[src/rtl/fetch_if_id.sv]
// Instruction fetch stage and IF/ID pipeline register for the 16-bit WISC core.
// Issues word reads to a stallable imem, absorbs decode back-pressure in a one-entry skid, stops on HALT.
module fetch_if_id #(
  parameter int             N        = 16,
  parameter logic [N-1:0]   RESET_PC = 16'h0000,
  parameter logic [N-1:0]   NOP_INST = 16'h0800
) (
  input  logic         clk,
  input  logic         rst_n,
  output logic [N-1:0] imem_addr,
  output logic         imem_rd,
  input  logic [N-1:0] imem_data,
  input  logic         imem_done,
  input  logic         redirect,
  input  logic [N-1:0] redirect_pc,
  input  logic         id_stall,
  output logic [N-1:0] if_id_inst,
  output logic [N-1:0] if_id_pc_inc,
  output logic         if_id_valid,
  output logic         fetch_halted
);

  typedef enum logic [1:0] {FETCH, HOLD, HALTED} state_t;

  state_t       state;
  logic [N-1:0] pc;
  logic [N-1:0] pc_inc;
  logic [N-1:0] skid_inst;
  logic [N-1:0] skid_pc_inc;
  logic         slot_free;

  function automatic logic is_halt(input logic [N-1:0] inst);
    return inst[N-1 -: 5] == 5'b00000;
  endfunction

  assign pc_inc    = pc + N'(2);
  assign slot_free = !if_id_valid || !id_stall;
  assign imem_addr = pc;
  // NOTE: gating with rst_n keeps the request low during reset even though state already reads FETCH.
  assign imem_rd   = rst_n && (state == FETCH);

  // NOTE: all state here uses non-blocking assignments so every branch sees the pre-edge values.
  always_ff @(posedge clk or negedge rst_n) begin
    if (!rst_n) begin
      state        <= FETCH;
      pc           <= RESET_PC;
      if_id_inst   <= NOP_INST;
      if_id_pc_inc <= '0;
      if_id_valid  <= 1'b0;
      fetch_halted <= 1'b0;
      skid_inst    <= '0;
      skid_pc_inc  <= '0;
    end else if (redirect) begin
      // Redirect wins over stalls and any word returning this cycle.
      state        <= FETCH;
      pc           <= redirect_pc;
      if_id_inst   <= NOP_INST;
      if_id_valid  <= 1'b0;
      fetch_halted <= 1'b0;
      skid_inst    <= '0;
      skid_pc_inc  <= '0;
    end else begin
      case (state)
        FETCH: begin
          if (imem_done && slot_free) begin
            if_id_inst   <= imem_data;
            if_id_pc_inc <= pc_inc;
            if_id_valid  <= 1'b1;
            pc           <= pc_inc;
            if (is_halt(imem_data)) begin
              state        <= HALTED;
              fetch_halted <= 1'b1;
            end
          end else if (imem_done) begin
            skid_inst   <= imem_data;
            skid_pc_inc <= pc_inc;
            pc          <= pc_inc;
            state       <= HOLD;
          end else if (if_id_valid && !id_stall) begin
            if_id_valid <= 1'b0;
            if_id_inst  <= NOP_INST;
          end
        end

        HOLD: begin
          if (!id_stall) begin
            if_id_inst   <= skid_inst;
            if_id_pc_inc <= skid_pc_inc;
            if_id_valid  <= 1'b1;
            if (is_halt(skid_inst)) begin
              state        <= HALTED;
              fetch_halted <= 1'b1;
            end else begin
              state <= FETCH;
            end
          end
        end

        HALTED: begin
          if (if_id_valid && !id_stall) begin
            if_id_valid <= 1'b0;
            if_id_inst  <= NOP_INST;
          end
        end

        default: state <= FETCH;
      endcase
    end
  end

endmodule
[config.mk]
export PLATFORM = sky130hd
export DESIGN_NAME = fetch_if_id
export DESIGN_NICKNAME = d
export VERILOG_FILES = /design/src/rtl/fetch_if_id.sv
export SDC_FILE = /design/constraint.sdc
export NUM_CORES = 1
export LEC_CHECK = 0
export CORE_ASPECT_RATIO = 1.75
export CORE_UTILIZATION = 35
export CTS_BUF_LIST = sky130_fd_sc_hd__clkbuf_16
export DETAILED_ROUTE_END_ITERATION = 6
export GPL_ROUTABILITY_DRIVEN = 0
export GPL_TIMING_DRIVEN = 0
export PLACE_DENSITY_LB_ADDON = 0.12
export SLEW_MARGIN = 25
export SYNTH_ARGS = -nofsm -noshare
export SYNTH_HDL_FRONTEND = slang
export SYNTH_SLANG_ARGS = --single-unit
[constraint.sdc]
create_clock -name clk -period 2.1 [get_ports clk]
set_input_delay 0.63 -clock clk [delete_from_list [all_inputs] [get_ports clk]]
set_output_delay 0.63 -clock clk [all_outputs]
set_load 0.005 [all_outputs]
==> metrics.txt, run 1 <==
routed wire length=13800 um; vias in the first global route=4250; Syn Nets=531; largest family of logic cells by synthesized area=compound AO/OA/AOI/OAI gates; Area Growth Syn to Fin=35.3%; Internal=0.00470 W; async set-reset flop share out of synthesis=100%; sequential area share after synthesis=46.3%; Yosys cell types=50; Worst EP required=1.47 ns; f_max=486 MHz; Leak=2.78 nW; worst slack at placement=-0.623 ns; max-cap violation count=0; Logic pwr share=50.5%; Setup crit start kind=flip-flop; Remaining Overflow, GRT=0; Post-Synth XOR/XNOR Area=5.20%; Setup CP Type=reg2out; Post-Synth Adder-Cell Area=1.10%; count leader, synth=dfrtp_1; CTS max path bufs=2; setup TNS=0 ns; initial core utilization=36.2%; crit-path max cell delay=0.55 ns; Synth Area in Simple Gates=15.4%; Root Buffer=clkbuf_16; initial antenna violation count=0; hold-fix buffers at CTS=0; GRT Resource Usage Total=21.6%; drt first pass iters=4; min cycle time layout=2.06 ns; # setup viols final=0; Compound-Gate Fraction of Synth Area=24.1%; die area=13500 um2; nets=636; CTS tree=done; endpoint type of the worst setup path=output port; Routed Antenna Nets=0; core area=12600 um2; Detailed Place HPWL=10100 um; #FFs+latches synth=84; clk slew on worst S/H paths=0.07 ns; main area contributors after synthesis=dfrtp_1, a22o_1, a21o_1; number of remaining DRC errors=0; slew margin rel.=54.4%; Row Count=54; CTS Buf Count=9; via/cell ratio=5.38; switching share of power=38.3%; HP Class=in2async; Most used DFF post-synth=dfrtp_1; Die Span X=88.1 um; mux contribution to synthesized area=2.45%; IO Port Bufs=85; Switching Power=0.00292 W; crit-path max FO=4; first-pass GRT wire length=21900 um; share of the cycle needed by the critical path after routing=97.9%; CP top delay family=flip-flops; share of layout cells above drive strength 1=12.8%; WL per Instance=18.0 um; outcome=finished clean; cells after synthesis=490; synth warn=0; Chip Height=153 um; Final Hold Violating Endpoints=0; Final WS setup=0.0433 ns; crit-path cells=clkdlybuf4s50_1; PD cells=1240 nW/um2; Num Clock Sinks=84; total number of vias=4130; Sequential Power Share=29.0%; fillcell total=1277; Worst EP arrival=1.43 ns; Post-Syn Area per Cell=9.27 um2; EDFF count, synth=0; I/O pins=88; n_diodes=0; pin count of the biggest net entering global routing=51; CP max-delay cell=dfstp_2; H-tree depth=3; Final Skew=0.00944 ns; Max VDD drop=0.464 mV; biggest area consumer among synthesized cells=dfrtp_1; clock power share=20.5%; max-slew violation count=0; clk_lat worst skew=0.34 ns; Syn Std Cell Area=4540 um2; Iter 0 DRT Violations=179; CP Buf/Inv Count=1; share of the synthesized area in the top cell type=45.7%; most frequent cells after synthesis=dfrtp_1, nand2_1, a21oi_1, o21ai_0, a21o_1; Least-Margin Pin Slew=0.685 ns
[flip-flops by register name, indices dropped and copies added (netlist names)]
| name | flops |
|---|---|
| state | 2 |
| if_id_valid | 1 |
| if_id_inst | 16 |
| imem_addr | 16 |
| if_id_pc_inc | 16 |
| skid_inst | 16 |
| skid_pc_inc | 16 |
| fetch_halted | 1 |
[timing repair]
item	in CTS	in global routing
pin swaps	1	5
setup endpoints to repair	73	72
buffers inserted	5	5
resized for setup	28	37
cloned	1	0
[cell usage in the layout, fill, tap and decap left out, drive strengths merged, types with 4 or more instances in the layout]
master / netlist / layout
nand3: 24 / 24
o32ai: 14 / 14
mux2i: 10 / 10
o21ai: 42 / 42
buf: 23 / 38
ha: 4 / 4
xor2: 16 / 16
clkbuf: 15 / 19
inv: 19 / 21
dfrtp: 83 / 83
a22o: 25 / 25
xnor2: 11 / 11
clkdlybuf4s50: 0 / 82
nand2: 56 / 56
nor2: 18 / 18
nor4: 4 / 4
nand2b: 17 / 17
a21oi: 41 / 41
a21o: 29 / 29
nor3: 7 / 7
[power by group through the flow]
| stage | Sequential [W] | Clock (W) | Combinational (W) |
|---|---|---|---|
| 4_1_cts | 0.00220 | 0.00159 | 0.00371 |
| 2_1_floorplan | 0.00220 | 0 | 0.00214 |
| 3_3_place_gp | 0.00223 | 0 | 0.00342 |
| 5_1_grt | 0.00225 | 0.00166 | 0.00423 |
| 3_5_place_dp | 0.00224 | 0 | 0.00348 |
| 6_report | 0.00221 | 0.00156 | 0.00385 |
[metal layers]
layer	vias up	GRT usage, %	part of all wire (%)
li1	1944	-	-
met1	2055	24.5	39
met2	117	38.9	56
met3	14	3.09	3.8
met4	0	9.37	1.6
met5	-	0	0
[cell families after synthesis]
logic type      Yosys count
compound gates          165
simple gates            142
mux                      11
buf+inv                  57
xor+xnor                 27
flops                    84
fa+ha+maj                 4
[worst paths after layout]
| path | from | slack [ns] | to | depth (start not counted) |
|---|---|---|---|---|
| hold reg to reg | if_id_pc_inc[6]$_DFFE_PN0P_ | 0.48 | if_id_pc_inc[6]$_DFFE_PN0P_ | 2 |
| min in group clk | if_id_pc_inc[6]$_DFFE_PN0P_ | 0.48 | if_id_pc_inc[6]$_DFFE_PN0P_ | 2 |
| setup reg to reg | state[0]$_DFFE_PN0P_ | 0.10 | if_id_pc_inc[11]$_DFFE_PN0P_ | 9 |
| max in group asynchronous | rst_n | 1.31 | if_id_inst[11]$_DFFE_PN1P_ | 2 |
| setup / recovery | if_id_inst[11]$_DFFE_PN1P_ | 0.04 | if_id_inst[11] | 1 |
| hold / removal | rst_n | 0.18 | if_id_inst[9]$_DFFE_PN0P_ | 1 |
[area by class of cell]
cell class                 count  area, um2  share of cell area [%]
multi-input combinational    349       2270                    36.9
clock buffer                   9        225                    3.66
timing repair buffer          97        976                    15.9
tap                          168        210                    3.42
inverter                      19       71.3                    1.16
sequential                    84       2110                    34.2
clock inverter                 7       62.6                    1.02
buffer                        35        229                    3.72
[per-stage QoR]
| stage | std cells | util, % | total power (W) | cell area, um2 | hold slack [ns] |
|---|---|---|---|---|---|
| 5_1_grt | 768 | 48.9 | 0.00814 | 6150 | 0.200 |
| 6_report | 768 | 48.9 | 0.00762 | 6150 | 0.180 |
| 4_1_cts | 764 | 48.1 | 0.00751 | 6040 | 0.185 |
| 3_5_place_dp | 744 | 44.8 | 0.00572 | 5630 | 0.475 |
| 3_3_place_gp | 743 | 44.6 | 0.00565 | 5610 | 0.464 |
| 2_1_floorplan | 490 | - | 0.00434 | 4540 | 0.334 |
Note: power is estimated with default switching activity, not from simulation.
==> run 2, diff against run 1 <==
--- a/config.mk
+++ b/config.mk
@@ -12,7 +12,7 @@
 export GPL_ROUTABILITY_DRIVEN = 0
 export GPL_TIMING_DRIVEN = 0
 export PLACE_DENSITY_LB_ADDON = 0.12
-export SLEW_MARGIN = 25
+export SLEW_MARGIN = 40
 export SYNTH_ARGS = -nofsm -noshare
 export SYNTH_HDL_FRONTEND = slang
 export SYNTH_SLANG_ARGS = --single-unit
==> results of run 2 <==
The final DEF is identical to that of run 1; final timing and power are the same.
==> edit 1 (flow settings as in run 2) <==
The 3 states of `state_t` get a one-hot encoding in 3 bits.
--- a/src/rtl/fetch_if_id.sv
+++ b/src/rtl/fetch_if_id.sv
@@ -20,7 +20,7 @@
   output logic         fetch_halted
 );
 
-  typedef enum logic [1:0] {FETCH, HOLD, HALTED} state_t;
+  typedef enum logic [2:0] {FETCH = 3'b001, HOLD = 3'b010, HALTED = 3'b100} state_t;
 
   state_t       state;
   logic [N-1:0] pc;
Formal check against the unedited RTL: no difference found for any inputs over 4 cycles, from zero or initial values and one cycle with rst_n low; so few cycles prove little.
==> edit 1 against run 2 <==
Routed wire length rose by 2.1%; area after synthesis fell by 4.4%; cell area fell by 1.1%; via count rose by 0.34%; total power fell by 20%; worst hold slack got worse by 9.1 ps; sequential cell count rose by 1; worst setup slack improved by 4.9 ps; largest power group is now registers; highest routed layer unchanged.
==> edit 1: results (changes against run 2) <==
[route]
drtPass1Iterations=5  ; +1
met2WireLength_um=7530  ; -2.4%
drt-met1-wl_um=5380  ; +0.49%
avgRoutedWirePerCell_um=19.2  ; +6.5%
met3_length_um=664  ; +26%
viasPerCell=5.63  ; +4.7%

[setup_path]
cpLargestDelayFamily=buffers and inverters
endpoint=imem_addr[11]
cp_slowest_cell=clkdlybuf4s50_1
startpoint=imem_addr[11]
worstReg2RegEnd=imem_addr[12]
r2r_setup_slack_ps=60  ; -40 ps
crit_fanout=7  ; +3
r2r_cells=6  ; -3
r2r-start=state[0]

[layout]
clock_area_share_pct=5.02  ; +0.34 points
inverters=7  ; -12
buffers=141  ; +6.8%
multi_input_gates=322  ; -7.7%
drive_gt1_share_pct=17.2  ; +4.4 points
ff_latch_area_um2=2130  ; +1.3%
design_area_um2=6080  ; -1.1%
seq_cells=85  ; +1.2%
antenna_cells=1  ; +1
fin_cells=736  ; -4.2%
nets=604  ; -5.0%

[logic_synthesis]
yosysSeqAreaShare_pct=49.0  ; +2.7 points
yosys-top-cells-count=83 x dfrtp_1, 65 x nand2_1, 31 x o21ai_0
ys_types=47  ; -6.0%
synth.net_count=489  ; -7.9%
synth.area.top_cells=dfrtp_1 48%, nand2_1 5.6%, a221o_1 3.7%

[place]
post-dp-hpwl_um=9960  ; -1.4%
place_area_um2=5440  ; -3.4%
place_inst=703  ; -5.5%

[global_routing]
grtUsageTotal_pct=22.9  ; +1.3 points
grt_pass1_wl_um=22100  ; +1.1%
use_met1_pct=25.1  ; +0.57 points
met3_usage_pct=3.87  ; +0.79 points
use_met2_pct=40.8  ; +2.0 points
antenna_found_initial=1  ; +1
grt_pass1_vias=4176  ; -1.7%

[pwr]
ir_drop_uv=524  ; +13%
leakagePower_nw=2.39  ; -14%

[sta]
worst_pin_slew_ps=605  ; -79.6 ps
worst_clock_skew_ps=7.52  ; -1.91 ps

[status]
run_status=finished, final reports clean

## edit 1: cell types whose count changed after synthesis, sizes merged, moves of 10 or more
cell    delta
o32ai     -14
mux2      +11
buf       -13
a221o     +16
a22o      -25
a21oi     -13
clkbuf    +12
a32o      +16
o21ai     -10
nand3     -18
xor2      -12
a21o      -29
inv       -12
## edit 1: report_power, final
part / internal [mW] / total [mW] / switching, mW
logic: 1.22 / 2.17 / 0.950
registers: 1.97 / 2.22 / 0.250
clock network: 1.02 / 1.68 / 0.653
total: 4.21 / 6.07 / 1.85
## edit 1: stage by stage
step	hold WS [ps]	TNS (ps)	total power [mW]	util (%)	setup slack, ps
after detailed placement	489	-53930	4.10	45.1	-889
final	171	0	6.07	50.4	48.1
after global placement	486	-289390	4.07	44.8	-3460
after floorplan	334	0	3.09	-	122
after CTS	176	0	5.99	49.2	0.220
after global routing	187	-44.5	6.37	50.4	-20.0
## edit 1: repair_timing
item | CTS | global route
cloned | 0 | 1
pin swaps | 2 | 7
resized for setup | 46 | 30
setup endpoints to repair | 75 | 60
buffers inserted | 7 | 11
## edit 1: worst min-delay path by stage
stage,endpoint,slack (ps)
after floorplan,fetch_halted,330
after global placement,if_id_pc_inc[5],490
after detailed placement,if_id_pc_inc[5],490
after CTS,imem_addr[8],180
after global routing,imem_addr[9],190
final,imem_addr[8],170
## edit 1: cell families (layout without fill, tap and decap cells)
family | after synthesis | count (layout) | synth area share (%)
AO/OA/AOI/OAI | 132 | 132 | 21.3
flip-flops | 85 | 85 | 49.0
XOR/XNOR | 17 | 17 | 3.43
multiplexers | 15 | 15 | 3.80
buffers and inverters | 44 | 163 | 4.21
other | 0 | 1 | 0
AND/OR/NAND/NOR | 157 | 157 | 18.0
adder cells (fa/ha/maj) | 1 | 1 | 0.288
==> edit 2 (settings of run 2) <==
Without the edit above. Change the parameter `N` from 16 to 24.
--- a/src/rtl/fetch_if_id.sv
+++ b/src/rtl/fetch_if_id.sv
@@ -1,7 +1,7 @@
 // Instruction fetch stage and IF/ID pipeline register for the 16-bit WISC core.
 // Issues word reads to a stallable imem, absorbs decode back-pressure in a one-entry skid, stops on HALT.
 module fetch_if_id #(
-  parameter int             N        = 16,
+  parameter int             N        = 24,
   parameter logic [N-1:0]   RESET_PC = 16'h0000,
   parameter logic [N-1:0]   NOP_INST = 16'h0800
 ) (
Interface: changed (5 resized); port bits go from 88 to 128. No check against the original RTL was run, so the function may have changed too.
==> edit 2 against run 2 <==
The run now ends with setup timing left; cell area rose by 52%; combinational power rose by 27%; clock power rose by 94%; sequential share of layout area fell by 0.85 points; critical path type is now reg -> reg; critical endpoint is now if_id_inst[4]; sequential cell count rose by 40; die area rose by 45%; largest power group unchanged; worst setup slack got worse by 54 ps; area after synthesis rose by 46%; non-clock buffer count rose by 76; total power rose by 48%; routed wire length rose by 56%.
==> edit 2: results (changes against run 2) <==
[status]
run_status=finished with violations
violations=setup timing

[route]
drtIter0Drc=283  ; +58%
drt-met1-wl_um=8280  ; +55%
wirelength_um=21500  ; +56%
drtPass1Iterations=4  ; unchanged
met3_length_um=902  ; +71%
viasPerCell=5.30  ; -1.5%
met2WireLength_um=11900  ; +55%

[global_routing]
grt_pass1_wl_um=34000  ; +56%
grtUsageTotal_pct=23.0  ; +1.4 points
grt_pass1_vias=6268  ; +47%
grt_max_degree=64  ; +25%
antenna_found_initial=1  ; +1

[sta]
setup_viol=2  ; +2
whs_ps=106  ; -74.2 ps
worst_slack_ps=-10.8  ; -54.1 ps
slew_headroom_pct=53.1  ; -1.3 points
worst_clock_skew_ps=8.59  ; -0.854 ps
tns_ps=-15.2  ; -15.2 ps

[setup_path]
worstReg2RegEnd=if_id_inst[4]
r2r_cells=10  ; +1
arrival_ps=2460  ; +1030 ps
critPathKind=reg -> reg
crit_fanout=6  ; +2
cpLargestDelayFamily=compound AO/OA/AOI/OAI gates
r2r-start=state[1]
startpoint=state[1]
critPathMaxStageDelay_ps=500  ; -50 ps

[place]
place_inst=1103  ; +48%
place_ws_ps=-1050  ; -422 ps
post-dp-hpwl_um=15100  ; +49%
place_area_um2=8210  ; +46%
port-buffer-count=125  ; +47%

[logic_synthesis]
ys_types=52  ; +4.0%
syn_inst=739  ; +51%
yosysSeqAreaShare_pct=46.9  ; +0.58 points
synth.net_count=796  ; +50%
yosys-top-cells-count=123 x dfrtp_1, 93 x nand2_1, 75 x o21ai_0

[clock_network]
cts_max_level=4  ; +1
clk_pin_slew_ps=50  ; -20 ps
cts_resized=82  ; +190%
worstSkewPairLatency_ps=430  ; +90 ps
post_cts_buffers=13  ; +8
cts_made_buffers=17  ; +8

[pwr]
ir_drop_uv=501  ; +8.0%
leakagePower_nw=3.90  ; +40%

[layout]
nets=959  ; +51%
drive_gt1_share_pct=16.5  ; +3.7 points
fin_cells=1151  ; +50%
antenna_cells=0  ; unchanged

edit 2: cell count changes in the layout (fill, tap and decap cells not counted), sizes merged, moves of 11 or more:
| cell | delta |
|---|---|
| a21boi | +17 |
| clkbuf | +42 |
| a21oi | +28 |
| or4 | +18 |
| dfrtp | +40 |
| nand3 | -11 |
| inv | -13 |
| nor2b | +25 |
| a21o | -26 |
| nor2 | +23 |
| o32ai | -14 |
| clkdlybuf4s50 | +39 |
| o21ai | +59 |
| nand2 | +37 |
edit 2: routing by layer:
layer  vias up  track usage (%)
li1       2949                -
met1      2976             24.8
met2       148             43.3
met3        21             5.14
met4         2             8.06
met5         -                0
edit 2: cell type report:
| type | count | area, um^2 |
|---|---|---|
| clock buffers | 17 | 425 |
| repair buffers | 148 | 1490 |
| plain buffers | 60 | 372 |
| multi-input cells | 546 | 3450 |
| clock inverters | 13 | 160 |
| flip-flops and latches | 124 | 3120 |
| fillers | 1819 | 9250 |
| well taps | 238 | 298 |
| inverters | 5 | 18.8 |
edit 2: power by group through the flow:
stage / combinational, mW / sequential [mW] / clock [mW]
floorplan: 2.34 / 3.33 / 0
global placement: 4.11 / 3.39 / 0
detailed placement: 4.14 / 3.40 / 0
CTS: 4.74 / 3.35 / 3.06
global route: 5.35 / 3.43 / 3.17
finish: 4.90 / 3.35 / 3.02
edit 2: logic make-up (layout without fill, tap and decap cells):
group                      after synthesis  in the layout  synth area share, %
xor gates and xnor gates                43             43                 5.69
buffers and inverters                   69            243                 4.46
adders and majority gates                4              4                0.756
muxes                                    6              6                0.944
AOI/OAI and AO/OA                      249            249                 22.8
and+or+nand+nor                        244            244                 18.5
DFF                                    124            124                 46.9
